File: src/rtl/cabac_byte_feeder.sv
// ============================================================================
// Module   : cabac_byte_feeder
// Brief    : Byte FIFO feeding the CABAC decoder core. It strips
//            emulation-prevention bytes when CABAC_FEEDER_EPB_STRIP_EN is
//            defined and flags underflow for the top-level stall.
// Revision : 1.0 - initial release
// ============================================================================
`default_nettype none

module cabac_byte_feeder #(
  parameter int DEPTH = 8,
  parameter int CW    = $clog2(DEPTH) + 1
) (
  input  logic          clk,
  input  logic          reset_n,
  input  logic [7:0]    in_data,
  input  logic          in_valid,
  output logic          in_ready,
  input  logic          flush,
  input  logic          request_byte,
  output logic [7:0]    data,
  output logic          data_valid,
  output logic          underflow,
  output logic [CW-1:0] level
);

  localparam int            c_AW   = $clog2(DEPTH);
  localparam logic [CW-1:0] c_FULL = CW'(DEPTH);

  logic [7:0]      r_mem [DEPTH];
  logic [c_AW-1:0] r_rp;
  logic [c_AW-1:0] r_wp;
  logic [CW-1:0]   r_level;
  logic            r_data_valid;

  logic            w_accept;
  logic            w_drop;
  logic            w_push;
  logic            w_pop;
  logic [CW-1:0]   w_level_nxt;

  assign in_ready   = reset_n && !flush && (r_level < c_FULL);
  assign w_accept   = in_valid && in_ready;
  assign w_push     = w_accept && !w_drop;
  // A request in the flush cycle is neither a pop nor an underflow.
  assign w_pop      = request_byte && r_data_valid && !flush;
  assign underflow  = reset_n && request_byte && !r_data_valid && !flush;

  assign data       = r_data_valid ? r_mem[r_rp] : 8'h00;
  assign data_valid = r_data_valid;
  assign level      = r_level;

`ifdef CABAC_FEEDER_EPB_STRIP_EN
  logic [1:0] r_zero_cnt;
  logic [1:0] w_zero_cnt_nxt;

  assign w_drop = (r_zero_cnt == 2'd2) && (in_data == 8'h03);

  always_comb begin
    w_zero_cnt_nxt = r_zero_cnt;
    if (w_accept) begin
      if (w_drop) begin
        w_zero_cnt_nxt = 2'd0;
      end else if (in_data == 8'h00) begin
        w_zero_cnt_nxt = (r_zero_cnt == 2'd2) ? 2'd2 : r_zero_cnt + 2'd1;
      end else begin
        w_zero_cnt_nxt = 2'd0;
      end
    end
  end

  always_ff @(posedge clk or negedge reset_n) begin
    if (!reset_n) begin
      r_zero_cnt <= 2'd0;
    end else if (flush) begin
      r_zero_cnt <= 2'd0;
    end else begin
      r_zero_cnt <= w_zero_cnt_nxt;
    end
  end
`else
  assign w_drop = 1'b0;
`endif

  always_comb begin
    w_level_nxt = r_level;
    case ({w_push, w_pop})
      2'b10:   w_level_nxt = r_level + 1'b1;
      2'b01:   w_level_nxt = r_level - 1'b1;
      default: w_level_nxt = r_level;
    endcase
  end

  // Storage carries no reset; stale entries are masked by the pointers and level.
  always_ff @(posedge clk) begin
    if (w_push) begin
      r_mem[r_wp] <= in_data;
    end
  end

  always_ff @(posedge clk or negedge reset_n) begin
    if (!reset_n) begin
      r_rp         <= '0;
      r_wp         <= '0;
      r_level      <= '0;
      r_data_valid <= 1'b0;
    end else if (flush) begin
      r_rp         <= '0;
      r_wp         <= '0;
      r_level      <= '0;
      r_data_valid <= 1'b0;
    end else begin
      if (w_push) begin
        r_wp <= r_wp + 1'b1;
      end
      if (w_pop) begin
        r_rp <= r_rp + 1'b1;
      end
      r_level      <= w_level_nxt;
      r_data_valid <= (w_level_nxt != '0);
    end
  end

endmodule

`default_nettype wire

File: config.mk
export PLATFORM = sky130hd
export DESIGN_NAME = cabac_byte_feeder
export DESIGN_NICKNAME = d
export VERILOG_FILES = /design/src/rtl/cabac_byte_feeder.sv
export SDC_FILE = /design/constraint.sdc
export NUM_CORES = 1
export LEC_CHECK = 0
export ABC_AREA = 1
export CAP_MARGIN = 20
export CORE_UTILIZATION = 55
export DETAILED_ROUTE_END_ITERATION = 8
export MAX_ROUTING_LAYER = met4
export PLACE_DENSITY = 0.84
export SLEW_MARGIN = 20
export SYNTH_ARGS = -nofsm -noshare
export SYNTH_HDL_FRONTEND = slang
export SYNTH_SLANG_ARGS = --single-unit
File: constraint.sdc
create_clock -name clk -period 2.7 [get_ports clk]
set_input_delay 0.405 -clock clk [delete_from_list [all_inputs] [get_ports clk]]
set_output_delay 0.405 -clock clk [all_outputs]
set_load 0.03 [all_outputs]
======== Yosys cells after proc, flatten, opt, wreduce, memory -nomap -nowiden ========
Memory sizes are Yosys's and may differ from the RTL's.
Cells that the tools add are included.
cells by class
  $add $sub $neg .......................... 4
  magnitude comparators ................... 1
  eq/ne operators ......................... 2
  muxes and demuxes ....................... 10
  reductions and logical operators ........ 13
operators by type and width
  kind                                                                   number
  3-bit two-way mux                                                      4
  1-bit logical AND                                                      8
  8-bit two-way mux                                                      1
  4-bit case mux with 2 select lines                                     1
  3-bit by 1-bit adder with 3-bit output, second input constant          2
  4-bit by 1-bit adder with 4-bit output, second input constant          1
  4-bit < comparator, second input constant                              1
  4-bit two-way mux                                                      1
  2-bit nonzero test                                                     2
  4-bit nonzero test                                                     1
  4-bit by 1-bit subtractor with 4-bit output, second input constant     1
  1-bit two-way mux                                                      3
  2-bit by 1-bit equality test with 1-bit output, second input constant  1
  2-bit equality test, second input constant                             1
  1-bit logical NOT                                                      2
word-level totals
  flip-flop bits (word level) ............. 11
  memory bits (writable) .................. 64
  word-level logic and storage cells ...... 35
  memories kept ........................... 1
memories
  name   words  bits a word  read ports  clocked after Yosys merged registers in  write ports  RTL line  text
  r_mem  8      8            1           0                                        1            30        logic [7:0] r_mem [DEPTH];

======== Depth between registers and ports, before layout ========
  depth after elaboration ................. 8
  mapped depth ............................ 15
  mapped depth without buffers ............ 14

======== Worst setup path after synthesis ========
Ideal clock, no wire load.
  path type ............................... reg-to-reg
  start ................................... register r_data_valid (netlist: data_valid)
  end ..................................... register r_data_valid (netlist: data_valid)
  library setup time ...................... 0.119 ns
  arrival time ............................ 2.239 ns
  required time ........................... 2.581 ns
  setup slack ............................. 0.342 ns
  cell stages (with the launch flop) ...... 14
  buffers on the path ..................... 1
  clock period less this slack ............ 2.358 ns
  cells stage by stage .................... dfrtp_1 > buf_2 > nand2_1 > nor2_1 > ha_1 > nand2_1 > inv_2 > nor2_1 > ha_1 > or2_1 > o21ai_0 > a21oi_1 > a21oi_1 > nand2_1
between the ends
  word-level cells in the longest chain between the ends .. 6
  elaborated cells between the ends (all ways) .. 7
  those cells by class .................... eq/ne: 2; mux: 2; reduce/logical: 3
RTL lines
  what                                                                                          RTL line  text
  start: declaration                                                                            34        logic r_data_valid;
  start signal: assignment                                                                      120       r_data_valid <= (w_level_nxt != '0);
  1-bit logical AND * (2 in a row)                                                              46        assign w_pop = request_byte && r_data_valid && !flush;
  2-bit by 1-bit equality test with 1-bit output / 2-bit equality test (equally long branches)  87        case ({w_push, w_pop})
  4-bit case mux with 2 select lines *                                                          87
  4-bit nonzero test *                                                                          120
  1-bit two-way mux *                                                                           107       end else if (flush) begin
Mark *: on every way between the ends. The rest lies on a longest branch, timed or not.
A chain may end at the register's enable or synchronous reset.

======== Final worst setup path ========
  start ................................... register r_rp[1]
  end ..................................... output data[1]
between the ends
  word-level cells in the longest chain between the ends .. 2
RTL lines
  what                      RTL line  text
  start: declaration        31        logic [c_AW-1:0] r_rp;
  start signal: assignment  117       r_rp <= r_rp + 1'b1;
  memory read 8 x 8 bit     n/a
  8-bit two-way mux         49        assign data = r_data_valid ? r_mem[r_rp] : 8'h00;
  end: declaration          21        output logic [7:0] data,
No other way between the ends.

==> results.sh <==
export IMPL_run_status="complete, no violations"
export IMPL_die_w_um=78.3
export IMPL_fin_worst_skew_ns=0.00431
export IMPL_floorplan_initialDensity_pct=57.5
export IMPL_regToRegStartpoint="level[3]"
export IMPL_numCtsBuffers=9
export IMPL_r2r_slack_ns=0.54
export IMPL_timing_hold_ws_ns=0.416
export IMPL_p_comb_share_pct=25.2
export IMPL_rr_endpoint="data_valid"
export IMPL_maximum_number_of_pins_on_one_net_before_global_route_repair=23
export IMPL_sw_frac_of_total_pct=30.5
export IMPL_global_route_wire_length_before_repair_um=10900
export IMPL_clock_tree_buffer_depth=2
export IMPL_area_growth_pct=20.0
export IMPL_synth_net_count=302
export IMPL_r2r_cells=12
export IMPL_post_drt_wl_per_cell_um=16.3
export IMPL_max_cap_viol=0
export IMPL_total_neg_setup_slack_ns=0
export IMPL_net_switching_power_mw=0.864
export IMPL_timing_critical_path_fanout_max=16
export IMPL_timing_worst_slew_pin_value_ns=0.684
export IMPL_design_portCount=28
export IMPL_clock_group_share_of_total_power_pct=28.0
export IMPL_max_vdd_ir_drop_v=0.000517
export IMPL_floorplan_die_area_um2=6140
export IMPL_path_buf_inv=2
export IMPL_dp_cells=391
export IMPL_path_delay_family="buffers and inverters"
export IMPL_cts_root_buffer="clkbuf_8"
export IMPL_worst_slack_ns=0.314
export IMPL_detailedRoute_firstIterationViolations=163
export IMPL_cts_sink_cnt=75
export IMPL_postPlaceCellArea_um2=3650
export IMPL_syn_area_per_cell_um2=11.3
export IMPL_final_net_count=348
export IMPL_sequentialPowerShare_pct=46.9
export IMPL_setup_worst_path_end_class="output pin"
export IMPL_first_global_vias=2276
export IMPL_report_final_setup_viol=0
export IMPL_summed_area_of_non_filler_cells_in_the_final_layout_um2=3840
export IMPL_drt_wl_total_um=6620
export IMPL_finalMaxSlewViolations=0
export IMPL_cells_after_synth=284
export IMPL_crit_arrival_ns=1.98
export IMPL_worstHoldPathType="in2async"
export IMPL_detailedPlace_worstSlack_ns=0.0100
export IMPL_leakage_nw=1.54
export IMPL_critical_path_slowest_cell="dfrtp_2"
export IMPL_most_frequent_standard_cell_in_the_layout_excluding_fill_and_tap_cells="nor2_1"
export IMPL_gr_usage_all_layers_pct=25.1
export IMPL_synth_seq_cells=75
export IMPL_yosysWarnings=0
export IMPL_critical_path_startpoint_type="flip-flop"
export IMPL_gp_routability_congestion=0.911
export IMPL_crit_required_ns=2.30
export IMPL_route_vias_total=2267
export IMPL_synthDistinctLibCells=26
export IMPL_slowest_delay_ns=0.49
export IMPL_crit_path_frequent_cell="nor2_1"
export IMPL_slew_headroom_pct=54.4
export IMPL_fp_coreArea_um2=5570
export IMPL_final_cell_mix="72 x nor2_1, 64 x edfxtp_1, 30 x nand2_1"
export IMPL_avgViaCountPerCell=5.58
export IMPL_antenna_found_initial=0
export IMPL_setup_worst_path_class="reg2out"
export IMPL_drt_pass1_iter_count=4
export IMPL_clock_insertion_delay_worst_skew_ns=0.34
export IMPL_tritoncts="yes"
export IMPL_final_min_period_over_clock_period_pct=88.4
export IMPL_grt_setup_unrepaired="no"
export IMPL_ant_nets=0
export IMPL_cell_internal_pwr_mw=1.97
export IMPL_mappedNetlistArea_um2=3200
export IMPL_drc=0
export IMPL_n_antenna_cell=0
export IMPL_power_density_nw_per_um2=737
export IMPL_fin_crit_ns=2.39
export IMPL_synth_yosys_seq_area_share_pct=68.6
export IMPL_timing_critical_path_depth=7
export IMPL_port_buffer_count=27
export IMPL_crit_path_end="data[1]"
export IMPL_crit_start="r_rp[1]"
export IMPL_htree_num_levels=3
export IMPL_grt_overflow=0
export IMPL_fmax_mhz=419
export IMPL_final_hold_violation_count=0
export IMPL_crit_chain="buf_4, nor2_1, o21ai_1, o211ai_1, nand2_1, nor2_1, dlygate4sd2_1"
export IMPL_stdcell_count=406
export IMPL_dieHeight_um=78.3
export IMPL_final_layout_size_suffix_gt1_share_pct=13.8
export IMPL_place_detailed_hpwl_um=4470
export IMPL_clk_transition_reported_paths_ns=0.07
export IMPL_std_cell_rows=27
area by class of cell:
class	count	area, µm²
Clock inverter	6	57.6
Tap cell	72	90.1
Sequential cell	75	2200
Fill cell	387	1730
Timing Repair Buffer	47	437
Multi-Input combinational cell	182	880
Clock buffer	9	124
Inverter	15	58.8
Yosys cell counts:
cell type	number	area (µm²)
a21oi_2	1	8.76
o21ai_1	28	140
xnor2_1	1	8.76
xor2_1	1	8.76
buf_6	1	11.3
nor2_4	1	11.3
nor2_1	72	270
o21ai_0	11	55.1
or2_0	1	6.26
a21oi_1	6	30.0
o211ai_1	8	60.1
edfxtp_1	64	1920
nand3_1	3	15.0
nand2_2	3	18.8
ha_1	5	62.6
o21a_1	1	7.51
dfrtp_1	11	275
clkinv_2	2	10.0
buf_4	1	7.51
inv_2	2	7.51
inv_1	11	41.3
nor3b_1	1	7.51
o22ai_1	8	50.1
buf_2	10	50.1
nand2_1	30	113
or2_1	1	6.26
worst min-delay path by stage:
| stage | startpoint | endpoint |
|---|---|---|
| floorplan | reset_n | data_valid |
| global placement | r_wp[0] | r_wp[0] |
| detailed placement | r_wp[0] | r_wp[0] |
| CTS | reset_n | r_rp[0] |
| global route | reset_n | r_rp[2] |
| finish | reset_n | r_rp[2] |
registers in the layout (all words and copies together), names as in the netlist:
| register | cells |
|---|---|
| r_mem | 64 |
| r_rp | 3 |
| level | 4 |
| data_valid | 1 |
| r_wp | 3 |
routing by layer:
metal	GRT usage, %	wire (µm)	vias to the layer above
met5	-	0	-
met4	15.4	167	0
met3	4.53	366	17
met2	40.6	3390	81
met1	29.4	2700	1091
li1	-	-	1078
timing repair:
action | CTS | global route
gates resized for setup | 3 | 7
pin swaps | 0 | 0
hold buffers | 0 | 0
cloned | 0 | 0
setup endpoints to repair | 8 | 7
buffers inserted | 0 | 0
logic make-up after synthesis:
logic type	synth area share [%]
AOI/OAI and AO/OA	11.0
xor gates and xnor gates	0.547
adders and majority gates	1.95
buffers and inverters	3.98
DFF	68.6
and+or+nand+nor	14.0
through the flow:
step	util [%]	power (mW)
floorplan	-	1.79
global placement	65.4	2.05
detailed placement	65.4	2.07
CTS	68.7	2.86
global route	69.0	2.97
finish	69.0	2.83
worst register-to-register path: stages (launching register included):
cell     delay (ns)
dfrtp_1        0.45
nor2_4         0.14
nand2_2        0.08
ha_1           0.26
nand2_1        0.10
inv_2          0.04
nor2_1         0.12
ha_1           0.24
or2_1          0.22
o21ai_0        0.10
a21oi_1        0.10
a21oi_1        0.13
nand2_1        0.06
power by group through the flow:
stage               sequential [mW]  combinational, mW  clock [mW]
global placement               1.35              0.705           0
finish                         1.33              0.713       0.793
global route                   1.33              0.782       0.857
CTS                            1.33              0.723       0.806
floorplan                      1.38              0.414           0
detailed placement             1.35              0.722           0
Note: power is estimated with default switching activity, not from simulation.
